`config.mk`:
```
export PLATFORM = sky130hd
export DESIGN_NAME = ex_alu_mc
export DESIGN_NICKNAME = d
export VERILOG_FILES = /design/src/rtl/ex_alu_mc.sv
export SDC_FILE = /design/constraint.sdc
export NUM_CORES = 1
export LEC_CHECK = 0
export BUFFER_PORTS_ARGS = -buffer_cell sky130_fd_sc_hd__buf_2
export CORE_MARGIN = 1.5
export CORE_UTILIZATION = 35
export CTS_BUF_LIST = sky130_fd_sc_hd__clkbuf_4
export CTS_CLUSTER_DIAMETER = 50
export CTS_CLUSTER_SIZE = 16
export DETAILED_ROUTE_END_ITERATION = 8
export PLACE_DENSITY = 0.54
export REMOVE_ABC_BUFFERS = 1
export SYNTH_ARGS = -nofsm -noshare
export SYNTH_HDL_FRONTEND = slang
export SYNTH_SLANG_ARGS = --single-unit
```
`constraint.sdc`:
```
create_clock -name clk -period 6.5 [get_ports clk]
set_input_delay 0.325 -clock clk [delete_from_list [all_inputs] [get_ports clk]]
set_output_delay 0.325 -clock clk [all_outputs]
set_load 0.02 [all_outputs]
```
`src/rtl/ex_alu_mc.sv`:
```
// ex_alu_mc: registered execute ALU with iterative multiply and optional
// unsigned divide/remainder, valid/ready handshakes and flush.
// Optional divider: define EX_ALU_DIV_EN to build divu/remu hardware;
// otherwise codes 11010/11011 are single-cycle ops returning zero.

module ex_alu_mc #(
    parameter int XLEN = 32,
    parameter int SHW  = $clog2(XLEN)
) (
    input  logic            clk,
    input  logic            rst,
    input  logic            flush,
    input  logic            in_valid,
    output logic            in_ready,
    input  logic [4:0]      alu_op,
    input  logic [XLEN-1:0] reg1,
    input  logic [XLEN-1:0] reg2,
    input  logic [XLEN-1:0] imm,
    input  logic [XLEN-1:0] pc,
    input  logic            alu_src1,
    input  logic            alu_src2,
    output logic            out_valid,
    input  logic            out_ready,
    output logic [XLEN-1:0] alu_out,
    output logic [4:0]      op_out,
    output logic            busy
);

    localparam int CW = $clog2(XLEN);

    localparam logic [0:0] S_IDLE = 1'b0;
    localparam logic [0:0] S_ITER = 1'b1;

    localparam logic [4:0] OP_SUB = 5'b01110;
    localparam logic [4:0] OP_SLL = 5'b01000;
    localparam logic [4:0] OP_SRL = 5'b01001;
    localparam logic [4:0] OP_XOR = 5'b00110;
    localparam logic [4:0] OP_OR  = 5'b00101;
    localparam logic [4:0] OP_AND = 5'b00100;

    logic [0:0]      state;
    logic [CW-1:0]   cnt;
    logic [XLEN-1:0] hi;
    logic [XLEN-1:0] lo;
    logic [XLEN-1:0] opnd;
    logic [4:0]      cur_op;

    logic [XLEN-1:0] op1;
    logic [XLEN-1:0] op2;
    logic [XLEN-1:0] sc_res;
    logic            multi;
    logic            accept;
    logic [XLEN-1:0] hi_n;
    logic [XLEN-1:0] lo_n;
    logic [XLEN:0]   mul_sum;
`ifdef EX_ALU_DIV_EN
    logic [XLEN:0]   div_shift;
    logic [XLEN-1:0] div_diff;
    logic            div_ge;
`endif

    assign in_ready = (state == S_IDLE) && (!out_valid || out_ready) && !flush;
    assign accept   = in_valid && in_ready;

    // Operand selection: PC/reg1 and Imm/reg2
    always_comb begin
        op1 = alu_src1 ? pc  : reg1;
        op2 = alu_src2 ? imm : reg2;
    end

    // Decode which codes run through the iterative engine
    always_comb begin
`ifdef EX_ALU_DIV_EN
        multi = (alu_op[4:2] == 3'b110);
`else
        multi = (alu_op[4:1] == 4'b1100);
`endif
    end

    // Single-cycle result; undefined codes yield zero
    always_comb begin
        sc_res = '0;
        case (alu_op)
            5'b10001, 5'b10010, 5'b10100,
            5'b10101, 5'b01100, 5'b01101: sc_res = op1 + op2;
            OP_SUB:  sc_res = op1 - op2;
            OP_SLL:  sc_res = op1 << op2[SHW-1:0];
            OP_SRL:  sc_res = op1 >> op2[SHW-1:0];
            OP_XOR:  sc_res = op1 ^ op2;
            OP_OR:   sc_res = op1 | op2;
            OP_AND:  sc_res = op1 & op2;
            default: sc_res = '0;
        endcase
    end

    // One iteration step: {hi,lo} is the shared product / remainder:quotient pair
    always_comb begin
        mul_sum = {1'b0, hi} + (lo[0] ? {1'b0, opnd} : {(XLEN+1){1'b0}});
        hi_n    = mul_sum[XLEN:1];
        lo_n    = {mul_sum[0], lo[XLEN-1:1]};
`ifdef EX_ALU_DIV_EN
        // Restoring divide; a zero divisor always "fits", giving all-ones
        // quotient and the dividend as remainder without special-casing.
        div_shift = {hi, lo[XLEN-1]};
        div_ge    = (div_shift >= {1'b0, opnd});
        div_diff  = div_shift[XLEN-1:0] - opnd;
        if (cur_op[1]) begin
            hi_n = div_ge ? div_diff : div_shift[XLEN-1:0];
            lo_n = {lo[XLEN-2:0], div_ge};
        end
`endif
    end

    // Control FSM, iteration registers and output holding register
    always_ff @(posedge clk) begin
        if (rst) begin
            state     <= S_IDLE;
            cnt       <= '0;
            hi        <= '0;
            lo        <= '0;
            opnd      <= '0;
            cur_op    <= '0;
            busy      <= 1'b0;
            out_valid <= 1'b0;
            alu_out   <= '0;
            op_out    <= '0;
        end else if (flush) begin
            state     <= S_IDLE;
            cnt       <= '0;
            busy      <= 1'b0;
            out_valid <= 1'b0;
        end else begin
            if (out_valid && out_ready) begin
                out_valid <= 1'b0;
            end
            if (accept) begin
                if (multi) begin
                    state  <= S_ITER;
                    busy   <= 1'b1;
                    cnt    <= CW'(XLEN - 1);
                    hi     <= '0;
                    lo     <= op1;
                    opnd   <= op2;
                    cur_op <= alu_op;
                end else begin
                    out_valid <= 1'b1;
                    alu_out   <= sc_res;
                    op_out    <= alu_op;
                end
            end
            if (state == S_ITER) begin
                hi  <= hi_n;
                lo  <= lo_n;
                cnt <= cnt - 1'b1;
                if (cnt == '0) begin
                    state     <= S_IDLE;
                    busy      <= 1'b0;
                    out_valid <= 1'b1;
                    // odd codes (mulhu/remu) take the high half
                    alu_out   <= cur_op[0] ? hi_n : lo_n;
                    op_out    <= cur_op;
                end
            end
        end
    end

endmodule

```
==> Word level (Yosys, flattened, before mapping) <==
Cells that the tools add are included.
W data, S select, Z words.
{ "word_totals": {"romBits": 0, "latchBits": 0, "output_inout_bits": 40, "regBits": 146, "ram_bits": 0, "input_bits": 140, "wordCells": 84, "n_memories": 0} }
{ "op_classes": {"n_addsub": 4, "magnitude_cmp": 0, "n_shift": 2, "mux": 35, "div_mod_pow": 0, "eq_ne": 13, "mul": 0, "reduce_logical": 15, "n_bitwise": 5} }
{ "ops": {"columns": ["op", "n"], "rows": [
  ["$mux W32", 14],
  ["$pmux W32 S7", 1],
  ["$mux W5", 7],
  ["$add A32 B32 Y33", 1],
  ["$add A32 B32 Y32", 1],
  ["$and A32 B32 Y32", 1],
  ["$or A32 B32 Y32", 1],
  ["$shl A32 B5 Y32", 1],
  ["$shr A32 B5 Y32", 1],
  ["$sub A32 B32 Y32", 1],
  ["$xor A32 B32 Y32", 1],
  ["$eq A5 B4 Y1 const B", 5],
  ["$eq A5 B5 Y1 const B", 4],
  ["$eq A5 B3 Y1 const B", 3],
  ["$mux W1", 13],
  ["$reduce_and A3 Y1", 2],
  ["$reduce_or A6 Y1", 1],
  ["$logic_not A5 Y1", 1],
  ["$sub A5 B1 Y5 const B", 1],
  ["$eq A4 B4 Y1 const B", 1],
  ["$logic_and A1 B1 Y1", 4],
  ["$reduce_bool A2 Y1", 2],
  ["$logic_not A1 Y1", 2],
  ["$not A1 Y1", 2],
  ["3 further kinds", 3]
]} }

==> Depth between registers and ports, before layout <==
Gate-level depths: netlist of run 1.
{ "depth": {"depth_word": 8, "ltp_mapped": 24, "ltp_nobuf": 19} }

==> Least setup slack after synthesis of run 1 <==
No wires, ideal clock.
{ "synth_timing": {"path_type": "input to register", "from": "input port alu_src2", "to": "register alu_out[28]", "n_path_buf": 5, "cell_stages": 22, "required_time_ns": 6.383, "setup_time_ns": 0.117, "arrival_ns": 5.366, "setup_slack_ns": 1.017, "cell_sequence": "buf_6 > mux2i_1 > clkbuf_1 > clkbuf_1 > buf_1 > ha_1 > nand4_1 > nor4_1 > and2_1 > and3_1 > clkbuf_1 > a21oi_1 > xnor2_1 > ha_1 > and3_1 > a22o_1 > a21oi_1 > o21ai_0 > xor2_1 > a2111oi_0 > nor3_1 > a32o_1"} }
{ "synth_between": {"elab_chain_cells": 7, "word_cells_on_any_way": 13, "cone_classes": "add/sub (2); shift (2); mux (6); bitwise (3)"} }
{ "synth_rtl": {"columns": ["element", "line", "source"], "rows": [
  ["start, declared", "21", "input logic alu_src2,"],
  ["$mux W32 (*)", "68", "op2 = alu_src2 ? imm : reg2;"],
  ["$sub A32 B32 Y32, or another cell as far along", "86", "OP_SUB: sc_res = op1 - op2;"],
  ["$pmux W32 S7 (*)", "83", "case (alu_op)"],
  ["$mux W32 (*)", "137", "if (multi) begin"],
  ["$mux W32 (*)", "136", "if (accept) begin"],
  ["$mux W32", "155", "if (cnt == '0) begin"],
  ["$mux W32 (*)", "151", "if (state == S_ITER) begin"],
  ["end signal, assigned", "147", "alu_out <= sc_res;"],
  ["end signal, assigned", "160", "alu_out <= cur_op[0] ? hi_n : lo_n;"],
  ["end, declared", "24", "output logic [XLEN-1:0] alu_out,"]
]} }
Mark *: on every way between the ends. The rest lies on a longest branch, timed or not.
A chain may end at the register's enable or synchronous reset.

==> Worst setup path after layout of run 1 <==
Same ends and word-level chain as after synthesis.

==> flow_metrics.tcl, run 1 <==
set metrics [dict create \
    grt-ovfl-total 0 \
    grt_pass1_vias 16709 \
    min_from "out_ready" \
    dieArea_sq_um 47200 \
    power_density_nw_per_um2 152 \
    netlist_area_sq_um 16100 \
    crit_family "compound AO/OA/AOI/OAI gates" \
    wl_mm 73.6 \
    critPathLaunch "alu_src2" \
    syn_inst 2231 \
    vias_per_cell 6.08 \
    place_ws_ns 0.700 \
    path_cells "buf_4, mux2i_4, ha_1, nand4_1, nor4_1, and2_1, and3_1, a21oi_1, xnor2_1, ha_1, and3_1, a22o_1, a21oi_1, o21ai_0, xor2_1, a2111oi_0, nor3_1, a32o_1" \
    worst_pin_slew_ns 1.21 \
    r2r_start "lo[0]" \
    yosysUniqueCellTypes 79 \
    relSlewSlack_pct 18.9 \
    first_pass_iters 6 \
    core-area_sq_um 45300 \
    hpwl_mm 56.9 \
    antenna_found_initial 11 \
    synth_edf_count 0 \
    critPathSlowestCell "a2111oi_0" \
    avgSynthCellArea_sq_um 7.20 \
    clk_path_buf_depth 2 \
    synth_ff_type "dfxtp_1" \
    synth-seq-cells 146 \
    io_buffers 179 \
    final_area_sq_um 18100 \
    drive_gt1_share_pct 13.8 \
    gp_congestion 0.970 \
    hold_class "primary input to flop" \
    fmax_ghz 0.188 \
    cts_tree "done" \
    place_area_sq_um 17800 \
    critPathCaptureType "flop" \
    ir_drop_v 0.0000925 \
    finalSetupTns_ns 0 \
    vias 18105 \
    cts_htree_levels 4 \
    rsz0062_at_grt "false" \
    path_buf_inv 1 \
    synth_common_cells "nand2_1, a21oi_1, nor2_1" \
    finalPower_mw 2.74 \
    setup_viol_count_final 0 \
    rows 78 \
    synth_top_area_share_pct 18.2 \
    cp_slowest_stage_delay_ns 0.80 \
    status "finished, final reports clean" \
    track_usage_pct 30.4 \
    ant_nets 0 \
    clk_pin_slew_ns 0.14 \
    skew_ns 0.0269 \
    cts_buffers 17 \
    yosysMostFrequentCell "nand2_1" \
    p_leak_nw 7.87 \
    grt_max_degree 76 \
    critPathMaxFanout 37 \
    arrival_ns 5.85 \
    critical_path_required_ns 7.03 \
    yosys_warnings 0 \
    finalNetCount 2636 \
    critPathLaunchType "primary input" \
    initial_core_util_pct 35.5 \
    syn2layout_area_growth_pct 12.6 \
    drtIter0Drc 2038 \
    ys_top_cells_by_area "dfxtp_1, ha_1, mux2i_1" \
    drv_slew 0 \
    wl_per_cell_microns 24.7 \
    clock-sinks 146 \
    post-route-min-period_ns 5.32 \
    synth_top_area_cell "dfxtp_1" \
    layout_setup_ws_ns 1.18 \
    stdcell_count 2978 \
    grt_pass1_wl_mm 108 \
    post-place-cells 2944 \
    post-route-period-util_pct 81.9 \
    critPathKind "primary input to flop" \
    drcViolationCount 0 \
    fillers 4826 \
    yosysSeqAreaShare_pct 18.2 \
    die_x_microns 217 \
    hold_viol 0 \
    ys_async_sr_fraction_pct 0 \
    die_h_microns 217 \
    insertion_delay_ns 0.63 \
    max-cap-violations 0 \
    clock-root-buffer "clkbuf_4" \
    io_pins 180 \
]
-- per-layer routing --
layer	part of all wire, %	global-route usage, %	up-vias
li1	-	-	8411
met1	43	41.9	8632
met2	43	46.0	924
met3	10	7.07	136
met4	3.4	11.3	2
met5	0.018	0	-
-- flip-flops by register name (all words and copies together) (netlist names) --
signal,cells
cnt,5
state,1
cur_op,5
lo,32
hi,32
alu_out,32
busy,1
op_out,5
out_valid,1
opnd,32
-- power by group --
group	switching, mW	total [mW]	leakage, nW	internal [mW]
Clock	0.378	0.607	0.138	0.230
Sequential	0.00779	0.911	1.18	0.903
Combinational	0.803	1.23	6.56	0.423
-- path summary, 6_finish.rpt --
path,to,slack [ns],cells after the start
worst max-delay path,alu_out[28],1.18,18
worst min-delay path,out_valid,0.10,4
worst max register to register,alu_out[31],1.97,14
worst min register to register,lo[0],0.46,2
-- repair_timing --
action / 4_1_cts / 5_1_grt
hold buffers: 1 / 0
hold endpoints to repair: 1 / 0
resized for setup: 0 / 0
setup buffers: 0 / 0
-- placed cells by master (no fill, tap or decap), types with 12 or more instances in the layout --
master	count
nor2_1	197
a21o_1	33
and3_1	19
o31ai_1	18
ha_1	130
nor3_1	35
dfxtp_1	145
o211ai_1	42
inv_1	86
o21ai_0	173
nand3_1	33
a31oi_1	15
buf_4	81
a221oi_1	18
nand2_1	301
a211oi_1	80
clkbuf_4	18
o221ai_1	18
o21a_1	12
xor2_1	27
buf_2	177
a22oi_1	36
o22ai_1	16
mux2i_1	156
and2_1	40
a21oi_1	199
nand2b_1	16
nor2b_1	17
xnor2_1	55
-- stage by stage --
stage	hold WS [ns]	utilization, %
after floorplan	0.394	-
after global placement	0.442	39.3
after detailed placement	0.447	39.3
after CTS	0.0633	39.9
after global routing	0.0861	39.9
final	0.100	39.9
-- worst reg2reg max path, delay by kind of cell (launching register included) --
kind / cells / cell delay [ns]
adders and majority gates: 2 / 0.72
DFF: 1 / 0.33
buffers and inverters: 1 / 0.24
AOI/OAI and AO/OA: 9 / 2.82
and+or+nand+nor: 2 / 0.33
-- layout make-up --
cell class,instances,area [sq um],share of cell area (%)
Clock buffer,18,135,0.747
Antenna cell,2,5.00,0.0277
Tap cell,600,751,4.15
Inverter,91,342,1.89
Clock inverter,13,138,0.761
Multi-Input combinational cell,1849,12300,67.9
Timing Repair Buffer,259,1500,8.31
Sequential cell,146,2920,16.2
-- cell families after synthesis --
logic type / Yosys count / synth area share (%)
DFF: 146 / 18.2
buffers and inverters: 236 / 5.79
AOI/OAI and AO/OA: 758 / 30.5
xor gates and xnor gates: 83 / 4.57
muxes: 174 / 11.2
and+or+nand+nor: 702 / 19.3
adders and majority gates: 132 / 10.4
No activity file was read; power rests on OpenSTA's default activity.
==> run 2, diff against run 1 <==
Settings changed: PLACE_DENSITY 0.54 to 0.56.
Clock period 6.5 ns to 4.4 ns, I/O delays scaled along.
==> flow_metrics.tcl, run 2 (synthesized netlist as in run 1, its figures left out) <==
set metrics [dict create \
    track_usage_pct 31.1 \
    critical_path_required_ns 4.87 \
    clock-root-buffer "clkbuf_4" \
    sw_frac_of_total_pct 40.7 \
    hold_slack_ns 0.0440 \
    grt_max_degree 74 \
    post-route-period-util_pct 96.6 \
    worst_pin_slew_ns 1.01 \
    holdPathEnd "out_valid" \
    dieArea_sq_um 47200 \
    pwr-share-comb_pct 47.2 \
    die_h_microns 217 \
    vias_per_cell 5.93 \
    clk_pin_slew_ns 0.13 \
    rows 78 \
    postCtsSetupBuffers 0 \
    ant_nets 0 \
    core-area_sq_um 45300 \
    final_cell_mix "nand2_1, buf_4, a21oi_1" \
    critPathSlowestCell "o31ai_1" \
    ff2ff_setup_slack_ns 0.47 \
    hold_class "primary input to flop" \
    power_density_nw_per_um2 225 \
    critPathCaptureType "flop" \
    cp_slowest_stage_delay_ns 0.45 \
    skew_ns 0.0350 \
    antenna_found_initial 4 \
    fmax_ghz 0.235 \
    r2r_start "opnd[0]" \
    drive_gt1_share_pct 20.5 \
    critPathKind "primary input to flop" \
    setup_viol_count_final 0 \
    hpwl_mm 59.7 \
    post-route-min-period_ns 4.25 \
    clk_path_buf_depth 2 \
    switchingPower_mw 1.79 \
    worstRegToRegCells 14 \
    grt_pass1_vias 17344 \
    path_buf_inv 6 \
    io_pins 180 \
    crit_family "compound AO/OA/AOI/OAI gates" \
    p_clk_share_pct 22.3 \
    die_x_microns 217 \
    insertion_delay_ns 0.60 \
    hold_viol 0 \
    finalNetCount 2826 \
    final_common_cell "nand2_1" \
    clock-sinks 146 \
    wl_per_cell_microns 23.8 \
    holdPathStages 4 \
    io_buffers 179 \
    crit_top_cell "buf_4" \
    p_leak_nw 8.85 \
    stdcell_count 3167 \
    first_pass_iters 7 \
    grt_pass1_wl_mm 111 \
    critPathLaunchType "primary input" \
    gp_congestion 0.991 \
    grt-ovfl-total 0 \
    post-place-cells 3134 \
    syn2layout_area_growth_pct 22.4 \
    fillers 4704 \
    status "finished, final reports clean" \
    vias 18792 \
    arrival_ns 4.72 \
    critPathMaxFanout 12 \
    min_from "out_ready" \
    path_cells "buf_6, buf_4, mux2i_4, ha_1, nand4_1, buf_4, nor4_1, buf_4, and2_1, and3_2, buf_4, buf_4, a21oi_1, xnor2_1, ha_1, a21o_1, a21o_1, a21oi_1, o32ai_1, a211oi_1, o21ai_0, o31ai_1, o2bb2ai_1" \
    power.internal_mw 2.62 \
    cts_buffers 17 \
    ir_drop_v 0.000195 \
    wl_mm 75.4 \
    r2r_end "alu_out[23]" \
    cts_tree "done" \
    max-cap-violations 0 \
    drv_slew 0 \
    power_frac_seq_pct 30.5 \
    initial_core_util_pct 35.5 \
    drtIter0Drc 2204 \
    cts_htree_levels 4 \
    relSlewSlack_pct 33.0 \
    drcViolationCount 0 \
]
-- run 2: tightest hold or removal path: stages --
cell	delay, ns
buf_2	0.07
nor2b_1	0.05
nor3_1	0.20
nor2_1	0.05
-- run 2: power by group through the flow --
stage	combinational (mW)	sequential [mW]	clock, mW
2_1_floorplan	1.06	1.38	0
3_3_place_gp	2.01	1.37	0
3_5_place_dp	2.02	1.37	0
4_1_cts	2.03	1.34	1.00
5_1_grt	2.22	1.35	1.05
6_report	2.08	1.34	0.984
-- run 2: metrics by stage --
| stage | power [mW] | setup TNS (ns) | util [%] | area (sq um) | setup WS, ns |
|---|---|---|---|---|---|
| 2_1_floorplan | 2.44 | -314.26 | - | 15500 | -3.74 |
| 3_3_place_gp | 3.39 | -5.03 | 42.5 | 19300 | -0.746 |
| 3_5_place_dp | 3.39 | -6.17 | 42.5 | 19300 | -0.872 |
| 4_1_cts | 4.37 | 0 | 43.3 | 19600 | 0.118 |
| 5_1_grt | 4.62 | -0.0886 | 43.4 | 19700 | -0.0886 |
| 6_report | 4.41 | 0 | 43.4 | 19700 | 0.152 |
-- run 2: layout make-up --
type	instances	area (sq um)	area share (%)
clock inverter	13	186	0.949
antenna	1	2.50	0.0127
tap	600	751	3.82
multi-input combinational	1849	12300	62.8
timing repair buffer	449	2980	15.1
sequential	146	2920	14.9
inverter	91	342	1.74
clock buffer	18	135	0.688
-- run 2: repair_timing --
item                                    4_1_cts  5_1_grt
hold buffers                                  1        0
endpoints found under the setup margin        3       12
pin swaps                                     0        1
resized for setup                             4       10
endpoints found under the hold margin         1        0
-- run 2: worst max path at each step --
| stage | cells after the start | slack, ns | endpoint | startpoint |
|---|---|---|---|---|
| after floorplan | 14 | -3.74 | alu_out[28] | alu_src2 |
| after global placement | 19 | -0.75 | alu_out[28] | alu_src2 |
| after detailed placement | 19 | -0.87 | alu_out[28] | alu_src2 |
| after CTS | 18 | 0.12 | alu_out[26] | alu_src2 |
| after global routing | 23 | -0.09 | alu_out[27] | alu_src2 |
| final | 23 | 0.15 | alu_out[29] | alu_src2 |
-- run 2: per-layer routing --
| metal | vias up | wire, microns | track usage (%) |
|---|---|---|---|
| met2 | 880 | 33300 | 48.8 |
| li1 | 8789 | - | - |
| met5 | - | 0 | 0 |
| met4 | 0 | 1810 | 8.56 |
| met3 | 94 | 6270 | 3.38 |
| met1 | 9029 | 33900 | 44.7 |
==> run 3, diff against run 2 <==
Settings changed: ABC_AREA set to 1.
==> flow_metrics.tcl, run 3 <==
set metrics [dict create \
    status "finished, final reports clean" \
    grt_pass1_wl_mm 117 \
    yosysSeqAreaShare_pct 16.7 \
    finalSetupTns_ns 0 \
    die_h_microns 226 \
    postCtsSetupBuffers 0 \
    fillers 5751 \
    worst_pin_slew_ns 1.04 \
    synth_top_area_cell "nand2_1" \
    ir_drop_v 0.000121 \
    hold_viol 0 \
    netlist_area_sq_um 17500 \
    yosys_warnings 0 \
    critPathSlowestCell "dlygate4sd3_1" \
    syn_inst 3111 \
    synth_common_cells "nand2_1, inv_1, nand3_1" \
    arrival_ns 4.14 \
    power_density_nw_per_um2 206 \
    rsz0062_at_grt "false" \
    power.internal_mw 2.19 \
    cts_htree_levels 4 \
    relSlewSlack_pct 30.3 \
    path_cells "dlygate4sd3_1, buf_2, nor2_1, nand3_1, inv_1, buf_4, nor2_1, xor2_1, ha_1, nand2_1, o21ai_0, nand2_1, nand2_1, nand2_1, nand2_1, nand3_1, nand2_1, nand2_1, nand3_1, nand3_1, nand2_1, nand2_1, nand2_1, nand2_1" \
    cts_tree "done" \
    critical_path_required_ns 4.90 \
    grt_pass1_vias 19497 \
    grt_max_degree 73 \
    rows 81 \
    vias_per_cell 5.31 \
    crit_top_cell "nand2_1" \
    io_pins 180 \
    track_usage_pct 30.2 \
    grt-ovfl-total 0 \
    cts_resized 0 \
    wl_mm 77.4 \
    power_frac_seq_pct 33.8 \
    critPathKind "primary input to flop" \
    synth_edf_count 0 \
    final_common_cell "nand2_1" \
    clk_pin_slew_ns 0.14 \
    first_pass_iters 6 \
    post-route-period-util_pct 82.9 \
    yosysMostFrequentCell "nand2_1" \
    die_x_microns 226 \
    hold_class "primary input to flop" \
    io_buffers 179 \
    synth_top_area_share_pct 24.6 \
    hold_buffers 3 \
    synth-seq-cells 146 \
    fmax_ghz 0.274 \
    critPathLaunchType "primary input" \
    drcViolationCount 0 \
    cts_buffers 17 \
    finalNetCount 3503 \
    max-cap-violations 0 \
    synth_ff_type "dfxtp_1" \
    vias 20774 \
    avgSynthCellArea_sq_um 5.61 \
    skew_ns 0.0232 \
    postLayoutCoreUtil_pct 39.4 \
    p_leak_nw 10.2 \
    drive_gt1_share_pct 10.8 \
    switchingPower_mw 1.78 \
    clock-root-buffer "clkbuf_4" \
    antenna_found_initial 3 \
    finalPower_mw 3.97 \
    post-route-min-period_ns 3.65 \
    p_clk_share_pct 22.4 \
    gp_congestion 1.02 \
    hpwl_mm 62.7 \
    clk_path_buf_depth 2 \
    sw_frac_of_total_pct 44.8 \
    ys_top_cells_by_area "nand2_1, dfxtp_1, nand3_1" \
    critPathCaptureType "flop" \
    insertion_delay_ns 0.61 \
    setup_viol_count_final 0 \
    cp_slowest_stage_delay_ns 0.54 \
    drtIter0Drc 1992 \
    wl_per_cell_microns 19.8 \
    core-area_sq_um 49100 \
    initial_core_util_pct 35.6 \
    critPathMaxFanout 11 \
    final_cell_mix "nand2_1, inv_1, nand3_1" \
    ys_async_sr_fraction_pct 0 \
    pwr-share-comb_pct 43.8 \
    ant_nets 0 \
    drv_slew 0 \
    yosysUniqueCellTypes 54 \
    dieArea_sq_um 51300 \
    clock-sinks 146 \
    syn2layout_area_growth_pct 10.6 \
]
run 3: changes by cell type after synthesis, moves of 25 or more:
| cell | previous run | this run |
|---|---|---|
| o211ai_1 | 42 | 17 |
| and2_1 | 40 | 3 |
| clkbuf_1 | 107 | 74 |
| mux2i_1 | 160 | 0 |
| nor2_1 | 199 | 230 |
| nand2_1 | 301 | 1144 |
| o21ai_0 | 174 | 103 |
| nand3_1 | 33 | 334 |
| a21o_1 | 33 | 5 |
| a22oi_1 | 36 | 0 |
| nand2_2 | 0 | 31 |
| xnor2_1 | 55 | 8 |
| inv_1 | 86 | 335 |
run 3: path summary, 6_finish.rpt:
path / cells past startpoint / endpoint / slack, ns / from
min reg2reg: 2 / cur_op[2] / 0.45 / cur_op[2]
max: 24 / alu_out[19] / 0.75 / alu_op[0]
max reg2reg: 20 / alu_out[23] / 1.35 / lo[0]
min: 2 / lo[11] / 0.08 / rst
run 3: power by group through the flow:
stage               Sequential, mW  Clock (mW)  Combinational [mW]
CTS                           1.34       0.904                1.71
finish                        1.34       0.889                1.74
global placement              1.37           0                1.71
detailed placement            1.37           0                1.70
floorplan                     1.38           0                1.05
global route                  1.35       0.966                1.92
run 3: per-stage QoR:
step	worst slack, ns	hold slack [ns]	instance area, sq um	std cells
6_report	0.751	0.0753	19300	3909
5_1_grt	0.522	0.0316	19300	3909
4_1_cts	0.868	0.0157	19300	3908
3_5_place_dp	0.227	0.432	19000	3873
3_3_place_gp	0.267	0.435	19000	3873
2_1_floorplan	0.0506	0.289	16800	2972
run 3: routing by layer:
metal  up-vias  global-route usage, %  share of wire [%]  wire, microns
li1      10346                      -                  -              -
met1      9615                   42.0                 46          35500
met2       699                   47.8                 44          34200
met3       112                   3.89                6.5           5040
met4         2                   10.2                3.3           2530
met5         -                      0              0.017             13
run 3: area by class of cell:
| type | count | area, sq um | area share [%] |
|---|---|---|---|
| flip-flops and latches | 146 | 2920 | 15.1 |
| clock buffers | 19 | 143 | 0.738 |
| diodes | 1 | 2.50 | 0.0130 |
| clock inverters | 13 | 138 | 0.713 |
| well taps | 664 | 831 | 4.30 |
| repair buffers | 240 | 1380 | 7.13 |
| inverters | 347 | 1310 | 6.76 |
| multi-input cells | 2479 | 12600 | 65.2 |
run 3: logic make-up (layout without fill, tap and decap cells):
family                     after synthesis  in the layout  synth area share (%)
and+or+nand+nor                       1826           1826                  43.7
other                                    0              1                     0
buffers and inverters                  486            619                  11.3
DFF                                    146            146                  16.7
adders and majority gates              132            132                  9.54
AOI/OAI and AO/OA                      473            473                  16.3
xor gates and xnor gates                48             48                  2.41
run 3: worst max-delay path: cells and delay by family:
family | cells | cell delay, ns
compound gates | 1 | 0.40
buf+inv | 4 | 1.05
simple gates | 17 | 1.94
fa+ha+maj | 1 | 0.37
xor+xnor | 1 | 0.16
